## src/rtl/par_frame_rx.sv

```systemverilog
// par_frame_rx -- serial-to-parallel frame receiver.
//
// Collects DATA_BITS data bits (first bit received lands in the MSB) plus one
// trailing parity bit from a valid/ready serial stream. Each completed frame
// is presented as word/p through a valid/ready handshake. A one-frame pending
// buffer absorbs downstream backpressure so a finished frame is never lost.
//
// Optional feature macro: PAR_FRAME_RX_CHECK_EN
//   When defined, adds a registered even-parity flag (par_ok) and a
//   saturating 8-bit counter of odd-parity frames handed off (err_cnt).
//
// Ports:
//   clk        in   clock, rising edge
//   rst        in   synchronous active-high reset
//   sin        in   serial bit
//   sin_valid  in   sin is valid this cycle
//   sin_ready  out  receiver accepts a bit this cycle
//   abort      in   discard partially received frame
//   word       out  received data [DATA_BITS-1:0]
//   p          out  received parity bit
//   out_valid  out  word/p hold a frame
//   out_ready  in   downstream takes the frame
//   par_ok     out  (macro only) ~^{word, p}
//   err_cnt    out  (macro only) saturating count of bad-parity handoffs

module par_frame_rx #(
    parameter int DATA_BITS = 3
) (
    input  logic                 clk,
    input  logic                 rst,
    input  logic                 sin,
    input  logic                 sin_valid,
    output logic                 sin_ready,
    input  logic                 abort,
    output logic [DATA_BITS-1:0] word,
    output logic                 p,
    output logic                 out_valid,
    input  logic                 out_ready
`ifdef PAR_FRAME_RX_CHECK_EN
    ,
    output logic                 par_ok,
    output logic [7:0]           err_cnt
`endif
);

    localparam int CW = $clog2(DATA_BITS + 1);

    localparam logic [0:0] COLLECT = 1'b0;
    localparam logic [0:0] STALL   = 1'b1;

    logic [0:0]           state_q, state_d;
    logic [CW-1:0]        cnt_q, cnt_d;
    logic [DATA_BITS-1:0] shreg_q, shreg_d;
    logic [DATA_BITS:0]   pend_q, pend_d;      // {data, parity}
    logic [DATA_BITS-1:0] word_q, word_d;
    logic                 p_q, p_d;
    logic                 out_valid_q, out_valid_d;

    logic accept;
    logic handoff;
    logic out_free;

    // Ready depends only on registered state, never on out_ready.
    assign sin_ready = (state_q == COLLECT) & ~rst;
    // Abort in COLLECT wins over a bit presented in the same cycle.
    assign accept    = sin_valid & sin_ready & ~abort;
    assign handoff   = out_valid_q & out_ready;
    assign out_free  = ~out_valid_q | out_ready;

    always_comb begin
        state_d     = state_q;
        cnt_d       = cnt_q;
        shreg_d     = shreg_q;
        pend_d      = pend_q;
        word_d      = word_q;
        p_d         = p_q;
        out_valid_d = out_valid_q;

        // A load below overrides this clear when a new frame arrives.
        if (handoff) out_valid_d = 1'b0;

        if (state_q == COLLECT) begin
            if (abort) begin
                cnt_d   = '0;
                shreg_d = '0;
            end else if (accept) begin
                if (cnt_q != CW'(DATA_BITS)) begin
                    shreg_d = DATA_BITS'({shreg_q, sin});
                    cnt_d   = cnt_q + CW'(1);
                end else if (out_free) begin
                    word_d      = shreg_q;
                    p_d         = sin;
                    out_valid_d = 1'b1;
                    cnt_d       = '0;
                end else begin
                    pend_d  = {shreg_q, sin};
                    state_d = STALL;
                end
            end
        end else begin
            // out_valid is necessarily 1 here, so out_ready means a handoff.
            if (out_ready) begin
                word_d      = pend_q[DATA_BITS:1];
                p_d         = pend_q[0];
                out_valid_d = 1'b1;
                cnt_d       = '0;
                state_d     = COLLECT;
            end
        end
    end

    always_ff @(posedge clk) begin
        if (rst) begin
            state_q     <= COLLECT;
            cnt_q       <= '0;
            shreg_q     <= '0;
            pend_q      <= '0;
            word_q      <= '0;
            p_q         <= 1'b0;
            out_valid_q <= 1'b0;
        end else begin
            state_q     <= state_d;
            cnt_q       <= cnt_d;
            shreg_q     <= shreg_d;
            pend_q      <= pend_d;
            word_q      <= word_d;
            p_q         <= p_d;
            out_valid_q <= out_valid_d;
        end
    end

    assign word      = word_q;
    assign p         = p_q;
    assign out_valid = out_valid_q;

`ifdef PAR_FRAME_RX_CHECK_EN
    logic       par_ok_q, par_ok_d;
    logic [7:0] err_cnt_q, err_cnt_d;

    always_comb begin
        // Recomputed from next-state output so it tracks every load.
        par_ok_d  = ~^{word_d, p_d};
        err_cnt_d = err_cnt_q;
        if (handoff && !par_ok_q && err_cnt_q != 8'hFF)
            err_cnt_d = err_cnt_q + 8'd1;
    end

    always_ff @(posedge clk) begin
        if (rst) begin
            par_ok_q  <= 1'b0;
            err_cnt_q <= 8'd0;
        end else begin
            par_ok_q  <= par_ok_d;
            err_cnt_q <= err_cnt_d;
        end
    end

    assign par_ok  = par_ok_q;
    assign err_cnt = err_cnt_q;
`endif

endmodule

```

## config.mk

```make
export PLATFORM = sky130hd
export DESIGN_NAME = par_frame_rx
export DESIGN_NICKNAME = d
export VERILOG_FILES = /design/src/rtl/par_frame_rx.sv
export SDC_FILE = /design/constraint.sdc
export NUM_CORES = 1
export LEC_CHECK = 0
export ABC_AREA = 1
export BUFFER_PORTS_ARGS = -buffer_cell sky130_fd_sc_hd__buf_4
export CAP_MARGIN = 0
export CELL_PAD_IN_SITES_DETAIL_PLACEMENT = 0
export CELL_PAD_IN_SITES_GLOBAL_PLACEMENT = 2
export CORE_AREA = 4 4 60 62
export DETAILED_ROUTE_END_ITERATION = 8
export DIE_AREA = 0 0 64 66
export GPL_ROUTABILITY_DRIVEN = 0
export PLACE_DENSITY_LB_ADDON = 0.08
export RECOVER_POWER = 100
export SYNTH_ARGS = -nofsm -noshare
export SYNTH_HDL_FRONTEND = slang
export SYNTH_SLANG_ARGS = --single-unit
export TNS_END_PERCENT = 1
```

## constraint.sdc

```tcl
create_clock -name clk -period 1.5 [get_ports clk]
set_clock_uncertainty 0.2 [all_clocks]
set_input_delay 0.075 -clock clk [delete_from_list [all_inputs] [get_ports clk]]
set_output_delay 0.075 -clock clk [all_outputs]
set_load 0.005 [all_outputs]
```

* After elaboration in Yosys (flattened, before gate mapping)
Index checks and enable logic that the tools add are counted.
** Word-level totals
- Bits in registers :: 15
- Logic and storage cells :: 67
- Bits of input ports :: 6
- Output and inout bits :: 6
** Cells by class
- Bitwise operators :: 11
- Muxes and demuxes :: 34
- Reductions and logical operators :: 10
- Add/subtract/negate cells :: 1
- Equality and inequality tests :: 4
** Operator list (count)
- 2-to-1 mux 3 bit :: 9
- 2-to-1 mux 1 bit :: 19
- 2-to-1 mux 2 bit :: 6
- AND reduction 5 bit :: 2
- nonzero test 2 bit :: 4
- inequality test 2 bit, second input constant :: 3
- NOT 1 bit :: 6
- AND reduction 3 bit :: 2
- bitwise AND 1 bit :: 4
- nonzero test 4 bit :: 1
- nonzero test 3 bit :: 1
- adder 2 x 1 -> 2 bit, second input constant :: 1
- inequality test 2 x 1 -> 1 bit, second input constant :: 1
- OR 1 bit :: 1

* Longest topological paths before layout
- Depth in word-level cells :: 7
- Depth in mapped cells :: 9
- Depth with buffers taken out :: 9

* Worst setup path before layout
OpenSTA, ideal clock, no wires.
- Path type :: register to register
- From :: register cnt_q[0]
- To :: register cnt_q[0]
- Arrival time :: 1.092 ns
- Library setup time :: 0.115 ns
- Path buffers :: 0
- Required time :: 1.185 ns
- Clock period less this slack :: 1.407 ns
- Cell stages (with the launch flop) :: 6
- Slack :: 0.093 ns
- Cell sequence :: dfxtp_1 ha_1 nand3_1 o21a_1 a21oi_1 nor2_1
** On the way
- Word-level cells in the longest chain between the ends :: 5
- Elaborated cells on any way between the ends :: 8
- Classes of those cells :: 1 x add/sub; 1 x eq/ne; 4 x mux; 2 x reduce/logical
** Ends and longest elaborated chain
- from (decl) :: line 52 : logic [CW-1:0] cnt_q, cnt_d;
- from (signal assigned) :: line 123 : cnt_q <= cnt_d;
- adder 2 x 1 -> 2 bit / inequality test 2 bit (equally long branches) :: line 89, 87
- 2-to-1 mux 2 bit :: line 87 : if (cnt_q != CW'(DATA_BITS)) begin
- 2-to-1 mux 2 bit :: line 86 : end else if (accept) begin
- 2-to-1 mux 2 bit :: line 83 : if (abort) begin
- 2-to-1 mux 2 bit :: line 82 : if (state_q == COLLECT) begin
Parallel ways exist; a longest one is shown, timed or not. The select of a mux whose other input is x is not followed.
A chain may end at the register's enable or synchronous reset.

* Worst setup path in the final report
- From :: input port out_ready
- To :: register cnt_q[1]
** On the way
- Word-level cells in the longest chain between the ends :: 3
- Elaborated cells on any way between the ends :: 4
- Classes of those cells :: 1 x eq/ne; 1 x bitwise; 2 x reduce/logical
** Ends and longest elaborated chain
- from (decl) :: line 38 : input logic out_ready
- OR 1 bit :: line 68 : assign out_free = ~out_valid_q | out_ready;
- nonzero test 4 bit (no source line)
- AND reduction 3 bit (no source line) (*)
Every way passes the cells marked *; elsewhere a longest branch is shown, timed or not.

==> flow_metrics.py <==
metrics = {
    "sta": {
        "max_freq_mhz": 704,
        "final_period_minus_worst_setup_slack_ps": 1420,
        "rsz_0062_raised_after_global_routing": "true",
        "timing.max_slew.rel_slack": 0.860,
        "tightestPinTransition_ps": 209,
        "finalCritPeriodShare": 0.947,
        "timing.setup.tns_ps": 0,
        "timing.final.hold_violations": 0,
        "fin_ws_ps": 79.6,
        "setup_viol": 0,
        "slew_limit_fails": 0,
    },
    "yosys": {
        "yosysSeqAreaShare": 0.369,
        "synth.net_count": 123,
        "muxShareOfSynthArea": 0,
        "synth.most_common_cell": "nand2_1",
        "syn_area_per_cell_um2": 7.02,
        "yosys.area_share.xor_xnor": 0,
        "synth_top_family_by_area": "simple AND/OR/NAND/NOR gates",
        "synth-async-reset-ratio": 0,
        "synthesis.instances": 116,
        "synth_enable_flop_cells": 0,
        "synthSimpleGateAreaFrac": 0.387,
        "synth_fa_ha_area_frac": 0.0154,
        "synth_warnings": 0,
        "synth_cell_types": 21,
        "synth_area_um2": 815,
        "netlist_top_cells_area": "dfxtp_1 37%, nand2_1 17%, a21oi_1 9.2%",
        "synth_flop_cell": "dfxtp_1",
        "synth_top_cells_by_count": "37 x nand2_1, 16 x inv_1, 15 x a21oi_1, 15 x dfxtp_1, 7 x nor2_1",
        "netlist.area_leader.share": 0.369,
        "ys_seq_elements": 15,
        "synth_area_leader": "dfxtp_1",
        "synth_compound_gate_area_share": 0.114,
    },
    "pwr": {
        "share_clk_of_total_power": 0.323,
        "power.sequential.fraction": 0.552,
        "power_switching_share": 0.260,
        "largest_voltage_drop_on_the_vdd_net_uv": 200,
        "combinationalPowerShare": 0.125,
        "intPower_uw": 551,
        "netSwitchingPower_uw": 193,
        "p_per_area_nw_per_um2": 689,
        "leakagePower_nw": 0.461,
        "report.power.total_uw": 744,
    },
    "global_routing": {
        "antenna_found_initial": 0,
        "pin_count_of_the_biggest_net_entering_global_routing": 12,
        "grt_overflow_total": 0,
        "grt_pass1_vias": 708,
        "grt_pass1_wl_mm": 3.16,
        "globalRouteTotalUtil": 0.0985,
    },
    "layout": {
        "nets": 144,
        "synth_to_final_area_change_pct": 32.6,
        "antenna_cells": 0,
        "layout_cells_sized_above_1": 0.257,
    },
    "route": {
        "detail_route.vias_per_cell": 4.17,
        "initialDrtViolationCount": 21,
        "detail_route.drc_violations": 0,
        "num_vias": 750,
        "route.detailed.wl_per_inst_um": 10.3,
        "drt_first_pass_iters": 4,
        "routed_wirelength_mm": 1.85,
        "drtAntennaViolNets": 0,
    },
    "run": {
        "timing.max_cap.violations": 0,
    },
    "clock_tree": {
        "cts_buffers": 3,
        "tritoncts": "built",
        "clock_latency_ps": 290,
        "clk_transition_reported_paths_ps": 90,
        "cts.root.buffer_cell": "clkbuf_4",
        "cts_buffer_depth": 2,
        "clock_sinks": 15,
        "htreeDepth": 1,
        "postCtsSetupBuffers": 0,
    },
    "die": {
        "initial_core_util": 0.269,
        "die-area_um2": 4220,
        "ports_placed_on_the_boundary": 12,
        "die_x_um": 64,
        "fp-row-count": 20,
        "die-height_um": 66,
        "core_area_um2": 3030,
    },
    "critical_path": {
        "timing.critical_path.to_type": "register",
        "worstPathMaxFanout": 4,
        "start_to_end_type_of_the_worst_setup_path": "input port to register",
        "timing.reg2reg.worst_path_depth": 5,
        "start_kind": "input port",
        "timing.critical_path.arrival_ps": 1410,
        "required_ps": 1490,
    },
    "worst_hold_path": {
        "hp-class": "register to register",
        "min_delay_path_depth": 2,
    },
    "placed_design": {
        "detailed_place_hpwl_mm": 1.40,
        "pre_cts_slack_ps": 29.8,
        "port_buffers": 11,
    },
    "run_status": {
        "run_status": "finished clean",
    },
}
==> final cells by class <==
class	count	area (um^2)
well taps	44	55.1
repair buffers	18	160
clock buffers	4	26.3
inverters	20	81.3
fillers	328	1950
flip-flops and latches	15	303
multi-input cells	79	454
==> sequential cells by signal, indices dropped and copies added (netlist names) <==
register	flops
word	3
pend_q	4
p	1
state_q	1
cnt_q	2
shreg_q	3
out_valid	1
==> placed cells by master, fill, tap and decap left out, types with 3 or more instances in the layout <==
cell type      count
nor2_1             7
nand2_1           37
inv_1             15
inv_2              3
dfxtp_1           13
nand4_1            4
dlygate4sd3_1      5
buf_4              7
clkbuf_4           8
nand3_1            3
a21oi_1           14
==> path summary, 6_finish.rpt <==
path         startpoint  slack [ps]   endpoint
min           pend_q[2]         270  pend_q[2]
min reg2reg   pend_q[2]         270  pend_q[2]
max reg2reg    cnt_q[0]         110   cnt_q[1]
max           out_ready          80   cnt_q[1]
==> metal layers <==
layer	global-route usage	up-vias	share of wire
li1	-	405	-
met1	0.125	329	0.50
met2	0.154	12	0.45
met3	0.0255	4	0.032
met4	0.0485	0	0.015
met5	0	-	0
==> worst max-delay path, stage by stage <==
cell and delay, ps:
dlygate4sd3_1 540, buf_4 140, clkinvlp_4 100, nand3_2 110, o21a_4 250, a21oi_1 120, nor2_1 60
==> kinds of logic (layout without fill, tap and decap cells) <==
logic type      Yosys count  count (layout)
flops                    15              15
fa+ha+maj                 1               1
compound gates           18              18
buf+inv                  22              42
simple gates             60              60
==> power by group through the flow <==
stage               logic [mW]  clock network [mW]  registers (mW)
finish                  0.0930               0.240           0.411
global route             0.106               0.281           0.412
CTS                     0.0885               0.255           0.408
detailed placement      0.0780                   0           0.417
global placement        0.0784                   0           0.417
floorplan               0.0496                   0           0.416
==> stage by stage <==
| stage | hold slack [ps] | instances | cell area (um^2) | util |
|---|---|---|---|---|
| floorplan | -30.3 | 116 | 815 | - |
| global placement | 179 | 171 | 963 | 0.318 |
| detailed placement | 167 | 171 | 963 | 0.318 |
| CTS | 274 | 180 | 1040 | 0.343 |
| global route | 287 | 180 | 1080 | 0.357 |
| finish | 269 | 180 | 1080 | 0.357 |
==> repair_timing <==
item | in CTS | in global routing
hold buffers | 5 | 0
hold endpoints to repair | 12 | 0
resized for setup | 0 | 10
setup endpoints to repair | 0 | 14
Note: power is estimated with default switching activity, not from simulation.
